## config.mk

```make
export PLATFORM = sky130hd
export DESIGN_NAME = mic_capture_ctrl_flat
export DESIGN_NICKNAME = d
export VERILOG_FILES = /design/src/rtl/mic_capture_ctrl_if.sv /design/src/rtl/mic_capture_ctrl.sv /design/src/flat_wrapper.sv
export SDC_FILE = /design/constraint.sdc
export NUM_CORES = 1
export LEC_CHECK = 0
export ABC_AREA = 0
export ABC_CLOCK_PERIOD_IN_PS = 1640
export BUFFER_PORTS_ARGS = -buffer_cell sky130_fd_sc_hd__buf_4
export CORE_MARGIN = 4
export CORE_UTILIZATION = 40
export CTS_CLUSTER_DIAMETER = 120
export DETAILED_ROUTE_END_ITERATION = 10
export GPL_TIMING_DRIVEN = 0
export SYNTH_ARGS = -nofsm -noshare
export SYNTH_HDL_FRONTEND = slang
export SYNTH_SLANG_ARGS = --single-unit
```

## constraint.sdc

```tcl
create_clock -name clk -period 1.64 [get_ports clk]
set_clock_uncertainty 0.1 [all_clocks]
set_input_delay 0 -clock clk [delete_from_list [all_inputs] [get_ports clk]]
set_output_delay 0 -clock clk [all_outputs]
set_load 0.01 [all_outputs]
```

## src/rtl/mic_capture_ctrl_if.sv

```systemverilog
// Sample stream from the capture controller to the feature-extraction front end.
// The master side drives the sample and its framing; the slave side returns ready.
interface mic_capture_ctrl_if;
  logic [15:0] smp;
  logic        smp_valid;
  logic        smp_ready;
  logic        frame_start;
  logic        frame_end;

  modport master (output smp, smp_valid, frame_start, frame_end, input smp_ready);
  modport slave  (input smp, smp_valid, frame_start, frame_end, output smp_ready);
endinterface

```

## src/rtl/mic_capture_ctrl.sv

```systemverilog
// I2S microphone capture sequencer: drives the receiver's tick/enable, discards warm-up
// samples, then truncates 24-bit samples to 16 bits and frames them into a one-entry buffer.
module mic_capture_ctrl #(
  parameter int unsigned DIV       = 8,
  parameter int unsigned WARMUP    = 2048,
  parameter int unsigned FRAME_LEN = 256
) (
  input  logic                      clk,
  input  logic                      rst,
  input  logic                      start_i,
  input  logic                      stop_i,
  output logic                      mic_enable_o,
  output logic                      mic_tick_o,
  input  logic [23:0]               mic_data_i,
  input  logic                      mic_rdy_i,
  mic_capture_ctrl_if.master        smp_if,
  output logic                      busy_o,
  output logic                      overrun_o
);

  localparam int unsigned TW = (DIV > 1) ? $clog2(DIV) : 1;
  localparam int unsigned WW = $clog2(WARMUP + 1);
  localparam int unsigned FW = (FRAME_LEN > 1) ? $clog2(FRAME_LEN) : 1;

  typedef enum logic [1:0] {ST_IDLE, ST_WARMUP, ST_RUN, ST_DRAIN} state_e;

  state_e        state_q, state_d;
  logic [TW-1:0] tick_cnt_q, tick_cnt_d;
  logic          tick_q, tick_d;
  logic [WW-1:0] warm_q, warm_d;
  logic [FW-1:0] fcnt_q, fcnt_d;
  logic [15:0]   smp_q, smp_d;
  logic          valid_q, valid_d;
  logic          fs_q, fs_d;
  logic          fe_q, fe_d;
  logic          overrun_q, overrun_d;
  logic          handshake;
  logic          can_load;
  logic          load;

  always_ff @(posedge clk) begin
    if (rst) begin
      state_q    <= ST_IDLE;
      tick_cnt_q <= '0;
      tick_q     <= 1'b0;
      warm_q     <= '0;
      fcnt_q     <= '0;
      smp_q      <= '0;
      valid_q    <= 1'b0;
      fs_q       <= 1'b0;
      fe_q       <= 1'b0;
      overrun_q  <= 1'b0;
    end else begin
      state_q    <= state_d;
      tick_cnt_q <= tick_cnt_d;
      tick_q     <= tick_d;
      warm_q     <= warm_d;
      fcnt_q     <= fcnt_d;
      smp_q      <= smp_d;
      valid_q    <= valid_d;
      fs_q       <= fs_d;
      fe_q       <= fe_d;
      overrun_q  <= overrun_d;
    end
  end

  always_comb begin
    state_d    = state_q;
    tick_cnt_d = tick_cnt_q;
    warm_d     = warm_q;
    fcnt_d     = fcnt_q;
    smp_d      = smp_q;
    valid_d    = valid_q;
    fs_d       = fs_q;
    fe_d       = fe_q;
    overrun_d  = overrun_q;
    can_load   = 1'b0;
    load       = 1'b0;
    handshake  = valid_q & smp_if.smp_ready;

    if (state_q != ST_IDLE) begin
      tick_cnt_d = (tick_cnt_q == TW'(DIV - 1)) ? '0 : tick_cnt_q + TW'(1);
    end

    case (state_q)
      ST_IDLE: begin
        if (start_i) begin
          state_d    = ST_WARMUP;
          overrun_d  = 1'b0;
          warm_d     = '0;
          fcnt_d     = '0;
          tick_cnt_d = '0;
        end
      end
      ST_WARMUP: begin
        if (stop_i) begin
          state_d = ST_IDLE;
        end else if (mic_rdy_i) begin
          warm_d = warm_q + WW'(1);
          if (warm_q == WW'(WARMUP - 1)) state_d = ST_RUN;
        end
      end
      ST_RUN: begin
        can_load = 1'b1;
        if (stop_i) begin
          if (fcnt_q == '0 && !valid_q) begin
            state_d  = ST_IDLE;
            can_load = 1'b0;
          end else begin
            state_d = ST_DRAIN;
          end
        end
      end
      ST_DRAIN: begin
        // Once the frame_end sample is in the buffer the frame is complete; accept nothing more.
        can_load = (fcnt_q != '0);
        if (handshake && fe_q) state_d = ST_IDLE;
      end
      default: state_d = ST_IDLE;
    endcase

    if (mic_rdy_i && can_load) begin
      if (!valid_q || handshake) load = 1'b1;
      else                       overrun_d = 1'b1;
    end

    if (load) begin
      smp_d   = mic_data_i[23:8];
      valid_d = 1'b1;
      fs_d    = (fcnt_q == '0);
      fe_d    = (fcnt_q == FW'(FRAME_LEN - 1));
      fcnt_d  = (fcnt_q == FW'(FRAME_LEN - 1)) ? '0 : fcnt_q + FW'(1);
    end else if (handshake) begin
      valid_d = 1'b0;
    end

    tick_d = (state_d != ST_IDLE) && (tick_cnt_d == TW'(DIV - 1));
  end

  assign mic_enable_o       = (state_q != ST_IDLE);
  assign busy_o             = (state_q != ST_IDLE);
  assign mic_tick_o         = tick_q;
  assign overrun_o          = overrun_q;
  assign smp_if.smp         = smp_q;
  assign smp_if.smp_valid   = valid_q;
  assign smp_if.frame_start = fs_q;
  assign smp_if.frame_end   = fe_q;

endmodule

```

## src/flat_wrapper.sv

```systemverilog
// flat-port wrapper written by rule: the top's interface ports become plain ports
module mic_capture_ctrl_flat 
#(
  parameter int unsigned DIV       = 8,
  parameter int unsigned WARMUP    = 2048,
  parameter int unsigned FRAME_LEN = 256
)
  (clk, rst, start_i, stop_i, mic_enable_o, mic_tick_o, mic_data_i, mic_rdy_i, busy_o, overrun_o, smp_if_smp, smp_if_smp_valid, smp_if_frame_start, smp_if_frame_end, smp_if_smp_ready);
  mic_capture_ctrl_if smp_if_i ();
  input  logic clk;
  input  logic rst;
  input  logic start_i;
  input  logic stop_i;
  output logic mic_enable_o;
  output logic mic_tick_o;
  input  logic [23:0] mic_data_i;
  input  logic mic_rdy_i;
  output logic busy_o;
  output logic overrun_o;
  output wire logic [$bits(smp_if_i.smp)-1:0] smp_if_smp;
  output wire logic [$bits(smp_if_i.smp_valid)-1:0] smp_if_smp_valid;
  output wire logic [$bits(smp_if_i.frame_start)-1:0] smp_if_frame_start;
  output wire logic [$bits(smp_if_i.frame_end)-1:0] smp_if_frame_end;
  input wire logic [$bits(smp_if_i.smp_ready)-1:0] smp_if_smp_ready;
  assign smp_if_smp = smp_if_i.smp;
  assign smp_if_smp_valid = smp_if_i.smp_valid;
  assign smp_if_frame_start = smp_if_i.frame_start;
  assign smp_if_frame_end = smp_if_i.frame_end;
  assign smp_if_i.smp_ready = smp_if_smp_ready;
  mic_capture_ctrl #(.DIV(DIV), .WARMUP(WARMUP), .FRAME_LEN(FRAME_LEN)) u_core (.clk(clk), .rst(rst), .start_i(start_i), .stop_i(stop_i), .mic_enable_o(mic_enable_o), .mic_tick_o(mic_tick_o), .mic_data_i(mic_data_i), .mic_rdy_i(mic_rdy_i), .smp_if(smp_if_i), .busy_o(busy_o), .overrun_o(overrun_o));
endmodule
```

# ---- After elaboration in Yosys (flattened, before gate mapping)
# Cells that the tools add are included.
# Widths: inputs -> output; s select.
dict set report word_totals {
  out_inout_bits 23
  ff_bits 46
  word_cells 72
  inputBits 30
}
dict set report classes {
  eq_ne 10
  n_bitwise 1
  muxes 31
  n_reduce_logical 17
  addsub 3
}
# cell n
set ops {}
lappend ops {{$mux 12} 3}
lappend ops {{$mux 8} 4}
lappend ops {{$pmux 12 s2} 1}
lappend ops {{$mux 2} 7}
lappend ops {{$add 12x1->12 const B} 1}
lappend ops {{$eq 12x11->1 const B} 1}
lappend ops {{$mux 3} 4}
lappend ops {{$reduce_bool 2->1} 6}
lappend ops {{$mux 1} 10}
lappend ops {{$add 8x1->8 const B} 1}
lappend ops {{$eq 8x8->1 const B} 1}
lappend ops {{$logic_not 8->1} 1}
lappend ops {{$pmux 2 s4} 1}
lappend ops {{$reduce_bool 8->1} 1}
lappend ops {{$eq 3x3->1 const B} 2}
lappend ops {{$ne 2x2->1 const B} 3}
lappend ops {{$eq 2x2->1 const B} 2}
lappend ops {{$logic_and 1x1->1} 4}
lappend ops {{$reduce_and 4->1} 1}
lappend ops {{$add 3x1->3 const B} 1}
lappend ops {{$eq 2x1->1 const B} 1}
lappend ops {{$logic_not 2->1} 1}
lappend ops {{$pmux 1 s2} 1}
lappend ops {{$reduce_and 2->1} 1}
lappend ops {{3 further kinds} 3}

# ---- Depth between registers and ports, before layout
# Gate-level depths: netlist of run 1.
dict set report depth {
  word_depth 9
  ltp_mapped 8
  depth_no_buf 6
}

# ---- Worst setup path after synthesis of run 1
# OpenSTA, ideal clock, no wires.
dict set report synth_timing {
  path_type {register to register}
  startpoint {register u_core.fcnt_q[0]}
  endpoint {register u_core.fcnt_q[6]}
  required_time_ns 1.415
  path_stages_with_launch 9
  synth_period_minus_slack_ns 1.656
  setup_ns 0.125
  slack_ns -0.016
  arrival_time_ns 1.431
  path_buffers 2
  cell_sequence {dfxtp_1 -> inv_1 -> ha_1 -> nor4b_2 -> o211ai_1 -> buf_2 -> buf_2 -> o211ai_1 -> o31ai_1}
}
dict set report synth_via {
  elab_chain_len 9
  elab_cells_between_ends 15
  classes_between {add/sub (1); eq/ne (1); mux (6); reduce/logical (7)}
}
# element line_no
set synth_rtl {}
lappend synth_rtl {{start, declared} mic_capture_ctrl.sv:31} ;# logic [FW-1:0] fcnt_q, fcnt_d;
lappend synth_rtl {{start signal, assigned} mic_capture_ctrl.sv:58} ;# fcnt_q <= fcnt_d;
lappend synth_rtl {{$logic_not 8->1} mic_capture_ctrl.sv:106} ;# if (fcnt_q == '0 && !valid_q) begin
lappend synth_rtl {{$logic_and 1x1->1} mic_capture_ctrl.sv:106}
lappend synth_rtl {{$mux 1} mic_capture_ctrl.sv:106}
lappend synth_rtl {{$mux 1} mic_capture_ctrl.sv:105} ;# if (stop_i) begin
lappend synth_rtl {{$pmux 1 s2} mic_capture_ctrl.sv:85} ;# case (state_q)
lappend synth_rtl {{$logic_and 1x1->1} mic_capture_ctrl.sv:122} ;# if (mic_rdy_i && can_load) begin
lappend synth_rtl {{$mux 1} mic_capture_ctrl.sv:122}
lappend synth_rtl {{$reduce_bool 2->1 (no source line)} -}
lappend synth_rtl {{$reduce_and 2->1 (no source line)} -}
# Several ways; a longest one is shown, not always the timed one.
# A chain may end at the register's enable or synchronous reset.

# ---- Final worst setup path of run 1
# Same ends and word-level chain as after synthesis.

==> results of run 1 <==
==> worst paths after layout <==
check | end | slack, ps | depth (start not counted)
worst max-delay path | u_core.fcnt_q[6] | -30 | 8
worst min-delay path | u_core.warm_q[11] | 380 | 2
worst max register to register | u_core.fcnt_q[6] | -30 | 8
worst min register to register | u_core.warm_q[11] | 380 | 2
==> flip-flops by register name, summed over array words and instances (netlist names) <==
| register | count |
|---|---|
| u_core.fcnt_q | 8 |
| u_core.mic_tick_o | 1 |
| u_core.overrun_o | 1 |
| u_core.smp_if.frame_end | 1 |
| u_core.smp_if.frame_start | 1 |
| u_core.smp_if.smp | 16 |
| u_core.smp_if.smp_valid | 1 |
| u_core.state_q | 2 |
| u_core.tick_cnt_q | 3 |
| u_core.warm_q | 12 |
==> cell type report <==
type | count | share of cell area, %
buffer | 17 | 3.62
clock buffer | 5 | 1.95
clock inverter | 3 | 0.710
inverter | 14 | 1.49
multi-input combinational | 197 | 43.4
sequential | 46 | 26.5
tap | 72 | 2.56
timing repair buffer | 84 | 19.8
==> worst register-to-register path, stage by stage, from the launching register on <==
cell	delay, ps
dfxtp_2	350
inv_2	70
ha_4	140
nor4b_4	250
o211ai_1	160
buf_4	190
buf_6	130
o211ai_1	80
o31ai_1	90
==> through the flow <==
step	util, %	cell area (um^2)	setup WS, ps	TNS [ps]
after floorplan	-	2410	20.4	0
after global placement	49.9	2830	-232	-4940
after detailed placement	49.9	2830	-234	-5340
after CTS	58.4	3310	-11.7	-16.5
after global routing	62.1	3520	-137	-1550
final	62.1	3520	-30.3	-73.0
==> timing repair <==
item | in CTS | in global routing
setup endpoints to repair | 41 | 37
setup buffers | 3 | 13
hold buffers | 21 | 0
gates resized for setup | 40 | 42
gates cloned | 1 | 2
hold endpoints to repair | 25 | 0
pin swaps | 8 | 31
==> logic make-up (layout without fill, tap and decap cells) <==
kind of cell	Yosys count	count (layout)
and+or+nand+nor	110	110
AOI/OAI and AO/OA	73	73
DFF	46	46
buffers and inverters	33	123
adders and majority gates	5	5
xor gates and xnor gates	5	5
muxes	4	4
==> layer usage <==
metal  global-route usage (%)  routed length, um  vias to the layer above
met3                     4.47                339                       10
li1                         -                  -                     1201
met4                     5.47                 91                        0
met5                        0                  0                        -
met2                     28.3               3080                       56
met1                     24.9               3250                     1202
==> power groups by stage <==
stage | combinational [W] | clock [W] | sequential (W)
floorplan | 0.000106 | 0 | 0.00115
global placement | 0.000189 | 0 | 0.00115
detailed placement | 0.000189 | 0 | 0.00115
CTS | 0.000253 | 0.000759 | 0.00113
global route | 0.000315 | 0.000804 | 0.00113
finish | 0.000291 | 0.000744 | 0.00113
==> layout by cell type (no fill, tap or decap), types with 3 or more instances in the layout <==
cell type	n
o21ai_0	10
nand4b_1	3
nand3_1	21
a2111oi_2	3
inv_1	12
ha_1	3
or3_1	4
nor2_1	13
nand2_1	14
dfxtp_1	38
nor3_1	3
o211ai_1	8
a21oi_1	16
nand2b_1	4
buf_2	4
nand4_1	7
dlygate4sd3_1	21
a211o_1	4
a2111oi_4	3
and3_1	3
o21ai_1	6
clkbuf_8	5
nand3b_1	3
nand3_2	10
xnor2_1	5
buf_4	63
o31ai_1	5
dfxtp_2	7
mux2i_1	4
buf_6	9
a21oi_2	5
==> results.toml, run 1 <==
[status]
status = "finished with violations"
violations = "setup timing"

[die]
ios = 53
initial_core_util_pct = 42.3
die_h_um = 85.5
coreArea_um2 = 5680
fp.dieW_um = 85.5
rows = 27
dieArea_um2 = 7310

[synth]
synth_fp_nets = 311
synth_cell_types = 50
yosysMostFrequentCell = "dfxtp_1"
ys_top_cells_by_area = "dfxtp_1, nand3_1, a21oi_1, o21ai_0, ha_1"
synth-simple-area-share_pct = 26.6
async_flop_share_pct = 0
synth_top_family_by_area = "simple AND/OR/NAND/NOR gates"
syn_avg_cell_area_um2 = 8.70
ys.flop_type = "dfxtp_1"
synth_edf_count = 0
yosys.area.top_type = "dfxtp_1"
ys_seq_elements = 46
synth_fa_ha_area_share_pct = 2.61
synth_compound_area_share_pct = 22.7
synthCells = 276
yosysWarnings = 0
synth.area.mux_share_pct = 1.67
synth_top_area_share_pct = 38.4
synth-xor-area-share_pct = 1.82
ys_seq_area_share_pct = 38.4
netlist_area_um2 = 2400
netlist_top_cells_count = "dfxtp_1, nand3_1, a21oi_1"

[routing]
drt_iter0_drc = 87
ant_nets = 0
drc = 0
drt-pass1-iter-count = 4
routedWlPerCell_um = 15.4
routed_wl_um = 6760
via_count = 2469
avgViaCountPerCell = 5.64

[final_layout]
finalNetCount = 400
fin_cells = 438
seqCellArea_um2 = 933
areaGrowthSynthToFinish_pct = 46.8
n_fill_cell = 489
multi_input_area_um2 = 1530
drive_gt1_share_pct = 38.5
diodes = 0

[run]
drv_cap = 0

[critical_path]
crit_slowest_cell = "dfxtp_2"
crit_buf_inv = 3
critical_path_class = "register to register"
critPathLaunch = "u_core.fcnt_q[0]"
r2r-start = "u_core.fcnt_q[0]"
worstSetupStartpointType = "register"
cp_data_required_time_ps = 1730
worstSetupEndpointType = "register"
worstPathArrival_ps = 1760
cp_slowest_stage_delay_ps = 350
cp_top_family = "buffers and inverters"
crit_chain = "inv_2, ha_4, nor4b_4, o211ai_1, buf_4, buf_6, o211ai_1, o31ai_1"
path_common_cell = "o211ai_1"
cp_max_fo = 5

[placement]
dp_cells = 392
portBuffers = 44
place_congestion = 0.824
post-dp-hpwl_um = 4420

[clocking]
cts_buffer_depth = 2
cts_root_buffer = "clkbuf_8"
cts_num_sinks = 46
htree_levels = 2
cts_buffers = 5
clkLatencyLatePin_ps = 310
cts_tree = "yes"
path_clk_slew_ps = 90

[global_route]
grt_pass1_wl_um = 10800
grt-ovfl-total = 0
track_usage_pct = 18.2
antenna_found_initial = 0
grt_pass1_vias = 2245
grt_max_degree = 17

[sta]
hold_viol = 0
slew_headroom_pct = 61.8
finalSetupViolations = 4
setup_ws_ps = -30.3
tightest_slew_ps = 573
hold_slack_ps = 379
min_period_over_period_pct = 102
timing.final.crit_period_ps = 1670
rsz0062_at_grt = "yes"
fmax_ghz = 0.599
drv_slew = 0

[power_and_ir_drop]
cellPowerDensity_nw_per_um2 = 614
p_comb_share_pct = 13.5
power.total_w = 0.00216
power.switching_w = 0.000579
max-vdd-ir-drop_mv = 0.473
p_sw_share_pct = 26.8
p_seq_share_pct = 52.1
p_leak_nw = 1.35
clockPowerShare_pct = 34.4
p_int_w = 0.00158

[hold_path]
hold_path_class = "register to register"
min-delay-start = "u_core.warm_q[11]"
(Power assumes the default switching activity.)
==> inputs of run 2 (changes only) <==
--- a/config.mk
+++ b/config.mk
@@ -7,11 +7,11 @@
 export LEC_CHECK = 0
 export ABC_AREA = 0
 export ABC_CLOCK_PERIOD_IN_PS = 1640
-export BUFFER_PORTS_ARGS = -buffer_cell sky130_fd_sc_hd__buf_4
 export CORE_MARGIN = 4
 export CORE_UTILIZATION = 40
 export CTS_CLUSTER_DIAMETER = 120
 export DETAILED_ROUTE_END_ITERATION = 10
+export DONT_BUFFER_PORTS = 1
 export GPL_TIMING_DRIVEN = 0
 export SYNTH_ARGS = -nofsm -noshare
 export SYNTH_HDL_FRONTEND = slang
==> results.toml, run 2 (same netlist as run 1, synthesis figures left out) <==
[power_and_ir_drop]
cellPowerDensity_nw_per_um2 = 660
p_leak_nw = 1.09
max-vdd-ir-drop_mv = 0.490

[global_route]
grt_pass1_wl_um = 10600
grt_max_degree = 15
track_usage_pct = 17.6
antenna_found_initial = 0
grt-ovfl-total = 0
grt_pass1_vias = 2206

[final_layout]
layout_common_cells = "dfxtp_1, dlygate4sd3_1, nand3_1, nor2_1, nand2_1"
fin_cells = 388
finalNetCount = 350
drive_gt1_share_pct = 31.3
n_fill_cell = 494
diodes = 0
largest_register_ffs = 16
areaGrowthSynthToFinish_pct = 33.6
final_common_cell = "dfxtp_1"

[routing]
drt-pass1-iter-count = 4
routedWlPerCell_um = 16.9
routed_wl_um = 6570
drt_iter0_drc = 140
avgViaCountPerCell = 5.74
ant_nets = 0
via_count = 2227
drc = 0

[clocking]
htree_levels = 2
cts_buffer_depth = 2
cts_root_buffer = "clkbuf_8"
cts_tree = "yes"
cts_buffers = 5
path_clk_slew_ps = 80
clkLatencyLatePin_ps = 310
cts_num_sinks = 46

[critical_path]
crit-reg2reg-capture = "u_core.fcnt_q[5]"
crit_buf_inv = 3
worstSetupEndpointType = "register"
cp_max_fo = 5
reg2reg_depth = 8
cp_top_family = "buffers and inverters"
crit_slowest_cell = "dfxtp_2"
r2r-start = "u_core.fcnt_q[1]"
worstPathArrival_ps = 1780
path_common_cell = "o211ai_1"
crit_chain = "inv_2, ha_4, nor4b_4, o211ai_1, buf_4, buf_6, o211ai_1, o31ai_1"
cp_data_required_time_ps = 1730
r2r_slack_ps = -50
worstSetupStartpointType = "register"
critical_path_class = "register to register"
cp_slowest_stage_delay_ps = 340

[hold_path]
whs_endpoint = "u_core.state_q[1]"
hold_path_class = "primary input to register"
holdPathStages = 3
min-delay-start = "stop_i"

[die]
initial_core_util_pct = 42.3
fp.dieW_um = 85.5
rows = 27
dieArea_um2 = 7310
coreArea_um2 = 5680
die_h_um = 85.5
ios = 53

[sta]
rsz0062_at_grt = "yes"
setup-tns-final_ps = -259
hold_viol = 1
hold_slack_ps = -48.5
fmax_ghz = 0.591
slew_headroom_pct = 59.0
finalSetupViolations = 14
drv_slew = 0
min_period_over_period_pct = 103
timing.final.crit_period_ps = 1690
setup_ws_ps = -51.0
tightest_slew_ps = 615

[status]
status = "finished with violations"
violations = "hold timing, setup timing"

[placement]
portBuffers = 0
place_congestion = 0.806
post-dp-hpwl_um = 4180
dp_cells = 348

[run]
drv_cap = 0
## run 2: cell types whose count changed in the layout (fill, tap and decap cells not counted), moves of 3 or more
cell     before  now
o21ai_0      10    5
a21oi_2       5   10
o21ai_1       6    9
nand3_1      21   18
buf_4        63   13
a21oi_1      16   11
## run 2: cell type report
type / instances / area, um^2 / area share [%]
plain buffers: 17 / 131 / 4.10
clock buffers: 6 / 82.6 / 2.57
clock inverters: 2 / 12.5 / 0.390
inverters: 14 / 52.6 / 1.64
multi-input cells: 197 / 1590 / 49.6
flip-flops and latches: 46 / 933 / 29.1
well taps: 72 / 90.1 / 2.81
repair buffers: 34 / 313 / 9.75
## run 2: worst max path at each step
stage                            from                    to  slack, ps  cells past startpoint
floorplan            u_core.fcnt_q[0]      u_core.fcnt_q[6]         20                      8
global placement    u_core.state_q[1]      u_core.fcnt_q[7]       -190                      6
detailed placement   u_core.fcnt_q[3]      u_core.fcnt_q[6]       -200                      7
CTS                  u_core.fcnt_q[1]      u_core.fcnt_q[6]        -10                      8
global route         u_core.fcnt_q[1]  u_core.smp_if.smp[7]       -140                      7
finish               u_core.fcnt_q[1]      u_core.fcnt_q[5]        -50                      8
## run 2: through the flow
step                hold WS [ps]  worst slack [ps]  utilization [%]  cell area (um^2)  total power [W]
finish                     -48.5             -51.0             56.5              3210          0.00212
global route                21.9              -138             56.5              3210          0.00220
detailed placement          55.1              -197             44.0              2500          0.00129
floorplan                   47.7              20.4                -              2410          0.00126
global placement            50.0              -192             44.0              2500          0.00129
CTS                         4.44             -13.5             52.4              2980          0.00208
## run 2: worst min-delay path: stages
cell	delay [ps]
nand2b_1	90
o221ai_2	140
nor2_1	90
## run 2: timing repair
item	CTS	global route
resized for setup	34	67
gates cloned	0	4
endpoints found under the setup margin	37	36
endpoints found under the hold margin	37	0
hold buffers	21	0
pin swaps	8	18
buffers inserted	5	4
## run 2: metal layers
metal / part of all wire (%) / global-route usage, %
met5: 0 / 0
met4: 1.2 / 4.89
met3: 6.1 / 4.95
met2: 47 / 27.5
met1: 45 / 23.6
## run 2: power breakdown
part / internal (W) / switching, W
registers: 0.00112 / 0.00000685
logic: 0.000118 / 0.000129
clock network: 0.000339 / 0.000404
